$ cat src/rtl/btn_pulse_conditioner.sv
// Push-button front end: synchronise, debounce, press-edge detect, auto-repeat on U,
// and a fixed-priority arbiter that issues at most one single-cycle pulse per clock.
module btn_pulse_conditioner #(
    parameter int DEB_CYCLES = 1_000_000,
    parameter int DEB_W      = 20,
    parameter bit REP_EN     = 1'b1,
    parameter int REP_DELAY  = 25_000_000,
    parameter int REP_RATE   = 10_000_000,
    parameter int REP_W      = 25
) (
    input  logic       clk,
    input  logic       clr_n,
    input  logic       btn_enter,
    input  logic       btn_u,
    input  logic       btn_lu,
    output logic       Enter,
    output logic       U,
    output logic       LU,
    output logic [2:0] btn_level
);

    localparam logic [DEB_W-1:0] DEB_LAST       = DEB_W'(DEB_CYCLES - 1);
    localparam logic [REP_W-1:0] REP_FIRST_LAST = REP_W'(REP_DELAY - 1);
    localparam logic [REP_W-1:0] REP_NEXT_LAST  = REP_W'(REP_RATE - 1);

    // Bit order everywhere is {lu, u, enter}.
    logic [2:0]       raw;
    logic [2:0]       s1;
    logic [2:0]       s2;
    logic [DEB_W-1:0] cnt [3];
    logic [2:0]       press;
    logic [2:0]       events;
    logic [2:0]       pending;
    logic [2:0]       grant;
    logic [REP_W-1:0] rcnt;
    logic [REP_W-1:0] rep_limit;
    logic             rep_first_done;
    logic             rep_fire;

    assign raw = {btn_lu, btn_u, btn_enter};

    always_ff @(posedge clk or negedge clr_n) begin
        if (!clr_n) begin
            s1 <= '0;
            s2 <= '0;
        end else begin
            s1 <= raw;
            s2 <= s1;
        end
    end

    always_ff @(posedge clk or negedge clr_n) begin
        if (!clr_n) begin
            btn_level <= '0;
            for (int i = 0; i < 3; i++) cnt[i] <= '0;
        end else begin
            for (int i = 0; i < 3; i++) begin
                if (s2[i] == btn_level[i]) begin
                    cnt[i] <= '0;
                end else if (cnt[i] == DEB_LAST) begin
                    btn_level[i] <= s2[i];
                    cnt[i]       <= '0;
                end else begin
                    cnt[i] <= cnt[i] + DEB_W'(1);
                end
            end
        end
    end

    // A press is the edge on which the debounced level is about to go 0->1.
    always_comb begin
        press = '0;
        for (int i = 0; i < 3; i++) begin
            press[i] = s2[i] && !btn_level[i] && (cnt[i] == DEB_LAST);
        end
    end

    assign rep_limit = rep_first_done ? REP_NEXT_LAST : REP_FIRST_LAST;
    assign rep_fire  = REP_EN && btn_level[1] && (rcnt == rep_limit);

    always_ff @(posedge clk or negedge clr_n) begin
        if (!clr_n) begin
            rcnt           <= '0;
            rep_first_done <= 1'b0;
        end else if (!REP_EN || press[1] || !btn_level[1]) begin
            rcnt           <= '0;
            rep_first_done <= 1'b0;
        end else if (rcnt == rep_limit) begin
            rcnt           <= '0;
            rep_first_done <= 1'b1;
        end else begin
            rcnt <= rcnt + REP_W'(1);
        end
    end

    assign events = press | {1'b0, rep_fire, 1'b0};

    // Enter > LU > U; a same-edge event re-sets the bit being granted.
    always_comb begin
        grant = 3'b000;
        if (pending[0])      grant = 3'b001;
        else if (pending[2]) grant = 3'b100;
        else if (pending[1]) grant = 3'b010;
    end

    always_ff @(posedge clk or negedge clr_n) begin
        if (!clr_n) begin
            pending <= '0;
            Enter   <= 1'b0;
            U       <= 1'b0;
            LU      <= 1'b0;
        end else begin
            pending <= (pending & ~grant) | events;
            Enter   <= grant[0];
            U       <= grant[1];
            LU      <= grant[2];
        end
    end

endmodule
$ cat config.mk
export PLATFORM = sky130hd
export DESIGN_NAME = btn_pulse_conditioner
export DESIGN_NICKNAME = d
export VERILOG_FILES = /design/src/rtl/btn_pulse_conditioner.sv
export SDC_FILE = /design/constraint.sdc
export NUM_CORES = 1
export LEC_CHECK = 0
export CAP_MARGIN = 20
export CELL_PAD_IN_SITES_DETAIL_PLACEMENT = 0
export CELL_PAD_IN_SITES_GLOBAL_PLACEMENT = 1
export CORE_ASPECT_RATIO = 1.5
export CORE_UTILIZATION = 49
export DETAILED_ROUTE_END_ITERATION = 8
export HOLD_SLACK_MARGIN = 0.06
export PLACE_DENSITY = 0.79
export SKIP_CTS_REPAIR_TIMING = 1
export SLEW_MARGIN = 10
export SYNTH_ARGS = -nofsm -noshare
export SYNTH_HDL_FRONTEND = slang
export SYNTH_SLANG_ARGS = --single-unit
$ cat constraint.sdc
create_clock -name clk -period 2.8 [get_ports clk]
set_clock_uncertainty 0.1 [all_clocks]
set_input_delay 0.28 -clock clk [delete_from_list [all_inputs] [get_ports clk]]
set_output_delay 0.28 -clock clk [all_outputs]
set_load 0.01 [all_outputs]
# After elaboration in Yosys (flattened, before gate mapping)
# Index checks and enable logic that the tools add are counted.
dict set report classes {
  add_sub_neg 4
  multipliers 0
  div_mod_pow 0
  n_lt_le_gt_ge 0
  n_eq_ne 7
  shifts 0
  mux 14
  bitwise_logic 7
  n_reduce_logical 15
}
# operator n
set ops {}
lappend ops {{20-bit 2-to-1 mux} 6}
lappend ops {{25-bit 2-to-1 mux} 3}
lappend ops {{20-bit by 1-bit adder with 20-bit output, second input constant} 3}
lappend ops {{20-bit equality test, second input constant} 3}
lappend ops {{25-bit by 1-bit adder with 25-bit output, second input constant} 1}
lappend ops {{25-bit equality test} 1}
lappend ops {{1-bit logical AND} 7}
lappend ops {{3-bit 2-to-1 mux} 2}
lappend ops {{2-bit AND reduction} 3}
lappend ops {{3-bit bitwise AND} 1}
lappend ops {{1-bit equality test} 3}
lappend ops {{1-bit logical NOT} 3}
lappend ops {{1-bit inverter} 3}
lappend ops {{3-bit inverter} 1}
lappend ops {{3-bit by 2-bit OR with 3-bit output} 1}
lappend ops {{3-bit OR} 1}
lappend ops {{1-bit 2-to-1 mux} 2}
lappend ops {{2-bit 2-to-1 mux} 1}
lappend ops {{2-bit nonzero test} 1}
lappend ops {{1-bit logical OR} 1}
dict set report totals {
  register_bits 101
  latchBits 0
  ram_bits 0
  rom_bits 0
  inputBits 5
  out_inout_bits 6
  wordCells 61
  n_memories 0
}

# Depth between registers and ports, before layout
dict set report depth {
  depth_word 6
  mapped_depth 7
  depth_no_buf 5
}

# Worst setup path before layout
# Ideal clock, no wire load.
dict set report synth_timing {
  path_type {reg-to-reg}
  startpoint {reg cnt[52] in the netlist's numbering}
  endpoint {reg btn_level[0]}
  setup_ns 0.125
  arrival_ns 1.810
  t_required_ns 2.575
  setup_slack_ns 0.766
  path_stages_with_launch 5
  path_buffers 0
  synth_period_minus_slack_ns 2.034
  path_cell_list {dfrtp_1 -> or4b_1 -> or4_1 -> nor3_1 -> mux2_2}
}
dict set report synth_via {
  elab_chain_cells 2
}
# item line_no
set synth_lines {}
lappend synth_lines {{from (decl)} 30} ;# logic [DEB_W-1:0] cnt [3];
lappend synth_lines {{from (signal, indexed assignment)} 64} ;# cnt[i] <= cnt[i] + DEB_W'(1);
lappend synth_lines {{20-bit equality test} 60} ;# end else if (cnt[i] == DEB_LAST) begin
lappend synth_lines {{2-bit AND reduction (no source line)} -}
lappend synth_lines {{to (signal, indexed assignment)} 61} ;# btn_level[i] <= s2[i];
lappend synth_lines {{to (decl)} 19} ;# output logic [2:0] btn_level
# Every way passes these cells.
# A chain may end at the register's enable or synchronous reset.

# Worst setup path in the final report
# Ends and elaborated chain as after synthesis.

==> results.json <==
{
  "status": "completed",
  "p_leak_nw": 2.18,
  "initial_core_util": 0.503,
  "layout-drive-gt1-share": 0.0891,
  "grtUsageTotal": 0.202,
  "synth_edf_count": 0,
  "numPortBuffers": 10,
  "ant_nets": 0,
  "internal_power_mw": 2.19,
  "cts_tree": "built",
  "h-tree-depth": 3,
  "seq_power_share": 0.531,
  "relSlewSlack": 0.582,
  "grt.met1_usage": 0.241,
  "ys_async_sr_fraction": 1.00,
  "nets": 523,
  "synth_ff_type": "dfrtp_1",
  "num_antenna_cells": 0,
  "maxSlewViolCount": 0,
  "fp.dieH_um": 127,
  "gp_congestion": 0.825,
  "antenna_found_initial": 0,
  "hold_viol_final": 0,
  "critPathSlowestCell": "or4b_1",
  "cp-start-kind": "flop",
  "avgSynthCellArea_um2": 10.1,
  "grt-ovfl-total": 0,
  "cts.clk_slew.worst_paths_ps": 70,
  "wl_per_cell_um": 15.4,
  "setup_tns_ps": 0,
  "post-route-min-period_ps": 2210,
  "reg2reg_slack_ps": 590,
  "io_pins": 11,
  "first_iter_violations": 192,
  "ys_seq_elements": 101,
  "hp-class": "reg -> reg",
  "syn-instance-count": 500,
  "synth-seq-area-share": 0.498,
  "coreArea_um2": 10100,
  "grt_pass1_vias": 3811,
  "crit_path_cell_trace": "or4b_1 > or4_1 > nor3_1 > mux2_2",
  "critical_path_class": "reg -> reg",
  "power_density_nw_per_um2": 500,
  "clkLatencyLatePin_ps": 340,
  "syn_area_um2": 5070,
  "die_area_um2": 10800,
  "route.detailed.drc": 0,
  "drt_pass1_iterations": 5,
  "synth.distinct_cells": 49,
  "cp.arrival_ps": 2330,
  "cap_violations": 0,
  "cp-end-kind": "flop",
  "cts-buffers-inserted": 9,
  "syn2layout_area_growth_pct": 10.5,
  "clockBufferDepth": 2,
  "ys_warn_count": 0,
  "worstMarginPinSlew_ps": 627,
  "clock_sinks": 101,
  "swShare": 0.216,
  "grt_use_met3": 0.0358,
  "final_common_cell": "dfrtp_1",
  "via_per_inst": 5.90,
  "layout_common_cells": "dfrtp_1 (101), nor2_1 (45), xor2_1 (33)",
  "routed_wl_um": 9760,
  "grt_pass1_wl_um": 17400,
  "grt_max_degree": 49,
  "root_buffer": "clkbuf_16",
  "postLayoutCoreUtil": 0.556,
  "p_comb_frac": 0.031,
  "vias": 3732,
  "ir_drop_mv": 0.282,
  "die_x_um": 85.1,
  "crit_fanout": 5,
  "max_clock_freq_mhz": 452,
  "clkPwrFrac": 0.438,
  "period_share": 0.790,
  "rsz0062_at_grt": "false",
  "dpl.hpwl_um": 6720,
  "cp.required_ps": 2920,
  "busiest_layer": "met2",
  "synth_nets": 512,
  "finalSetupViolCount": 0,
  "met2_usage": 0.354,
  "rows": 45,
  "cpPeakStageDelay_ps": 540,
  "p_sw_mw": 0.605
}
final timing paths:
kind	from	endpoint	cells past startpoint
max	cnt[52]	btn_level[0]	4
min	s1[0]	s2[0]	0
max reg2reg	cnt[52]	btn_level[0]	4
min reg2reg	s1[0]	s2[0]	0
max in group asynchronous	clr_n	cnt[49]	3
min in group asynchronous	clr_n	cnt[22]	2
registers in the layout, summed over array words and instances (netlist names):
name,flops
Enter,1
LU,1
U,1
btn_level,3
cnt,60
pending,3
rcnt,25
rep_first_done,1
s1,3
s2,3
per-stage QoR:
stage                     area, µm²  setup WS (ps)  cells  hold WS (ps)  total power, mW
final                          5600            587    633           248             2.80
after global routing           5600            461    633           253             2.91
after CTS                      5590            585    632          -127             2.84
after global placement         5300            639    616           232             1.60
after floorplan                5070            766    500          -116             1.55
after detailed placement       5300            615    616           235             1.60
synth_stat cells (all sizes together), types with 3 or more instances:
cell / instances / area (µm²)
nor4b: 5 / 43.8
clkbuf: 13 / 48.8
xnor2: 14 / 123
mux2: 3 / 33.8
a21oi: 19 / 95.1
or4: 15 / 113
and3: 11 / 70.1
nor3: 19 / 145
nand3: 28 / 140
o31ai: 16 / 125
nor2: 45 / 169
ha: 7 / 87.6
dfrtp: 101 / 2530
nand4: 29 / 181
and2: 9 / 56.3
xor2: 33 / 289
o21ai: 16 / 80.1
buf: 8 / 52.6
a211oi: 11 / 82.6
nor4: 6 / 37.5
or3: 14 / 87.6
nand2: 27 / 101
and4: 9 / 78.8
inv: 16 / 60.1
o21bai: 3 / 22.5
area by class of cell:
cell class,count,area (µm²)
Clock buffer,11,233
Clock inverter,5,61.3
Fill cell,895,4480
Inverter,16,60.1
Multi-Input combinational cell,362,2390
Sequential cell,101,2530
Tap cell,117,146
Timing Repair Buffer,21,183
power groups by stage:
stage | clock, mW | sequential, mW | combinational [mW]
after floorplan | 0 | 1.51 | 0.0376
after global placement | 0 | 1.51 | 0.0865
after detailed placement | 0 | 1.51 | 0.0890
after CTS | 1.27 | 1.49 | 0.0896
after global routing | 1.32 | 1.49 | 0.103
final | 1.23 | 1.49 | 0.0863
layer usage:
metal,share of wire,vias to the layer above
li1,-,1853
met1,0.45,1810
met2,0.50,51
met3,0.023,18
met4,0.023,0
met5,0,-
kinds of logic after synthesis:
group / count (synthesis) / synth area share
muxes: 3 / 0.00666
xor gates and xnor gates: 47 / 0.0812
adders and majority gates: 7 / 0.0173
DFF: 101 / 0.498
and+or+nand+nor: 233 / 0.269
buffers and inverters: 37 / 0.0318
AOI/OAI and AO/OA: 72 / 0.0957
critical path, delay by kind of cell (launching register included):
kind,cells,cell delay (ps)
flip-flops,1,410
AND/OR/NAND/NOR,3,1210
multiplexers,1,370
Note: power is estimated with default switching activity, not from simulation.
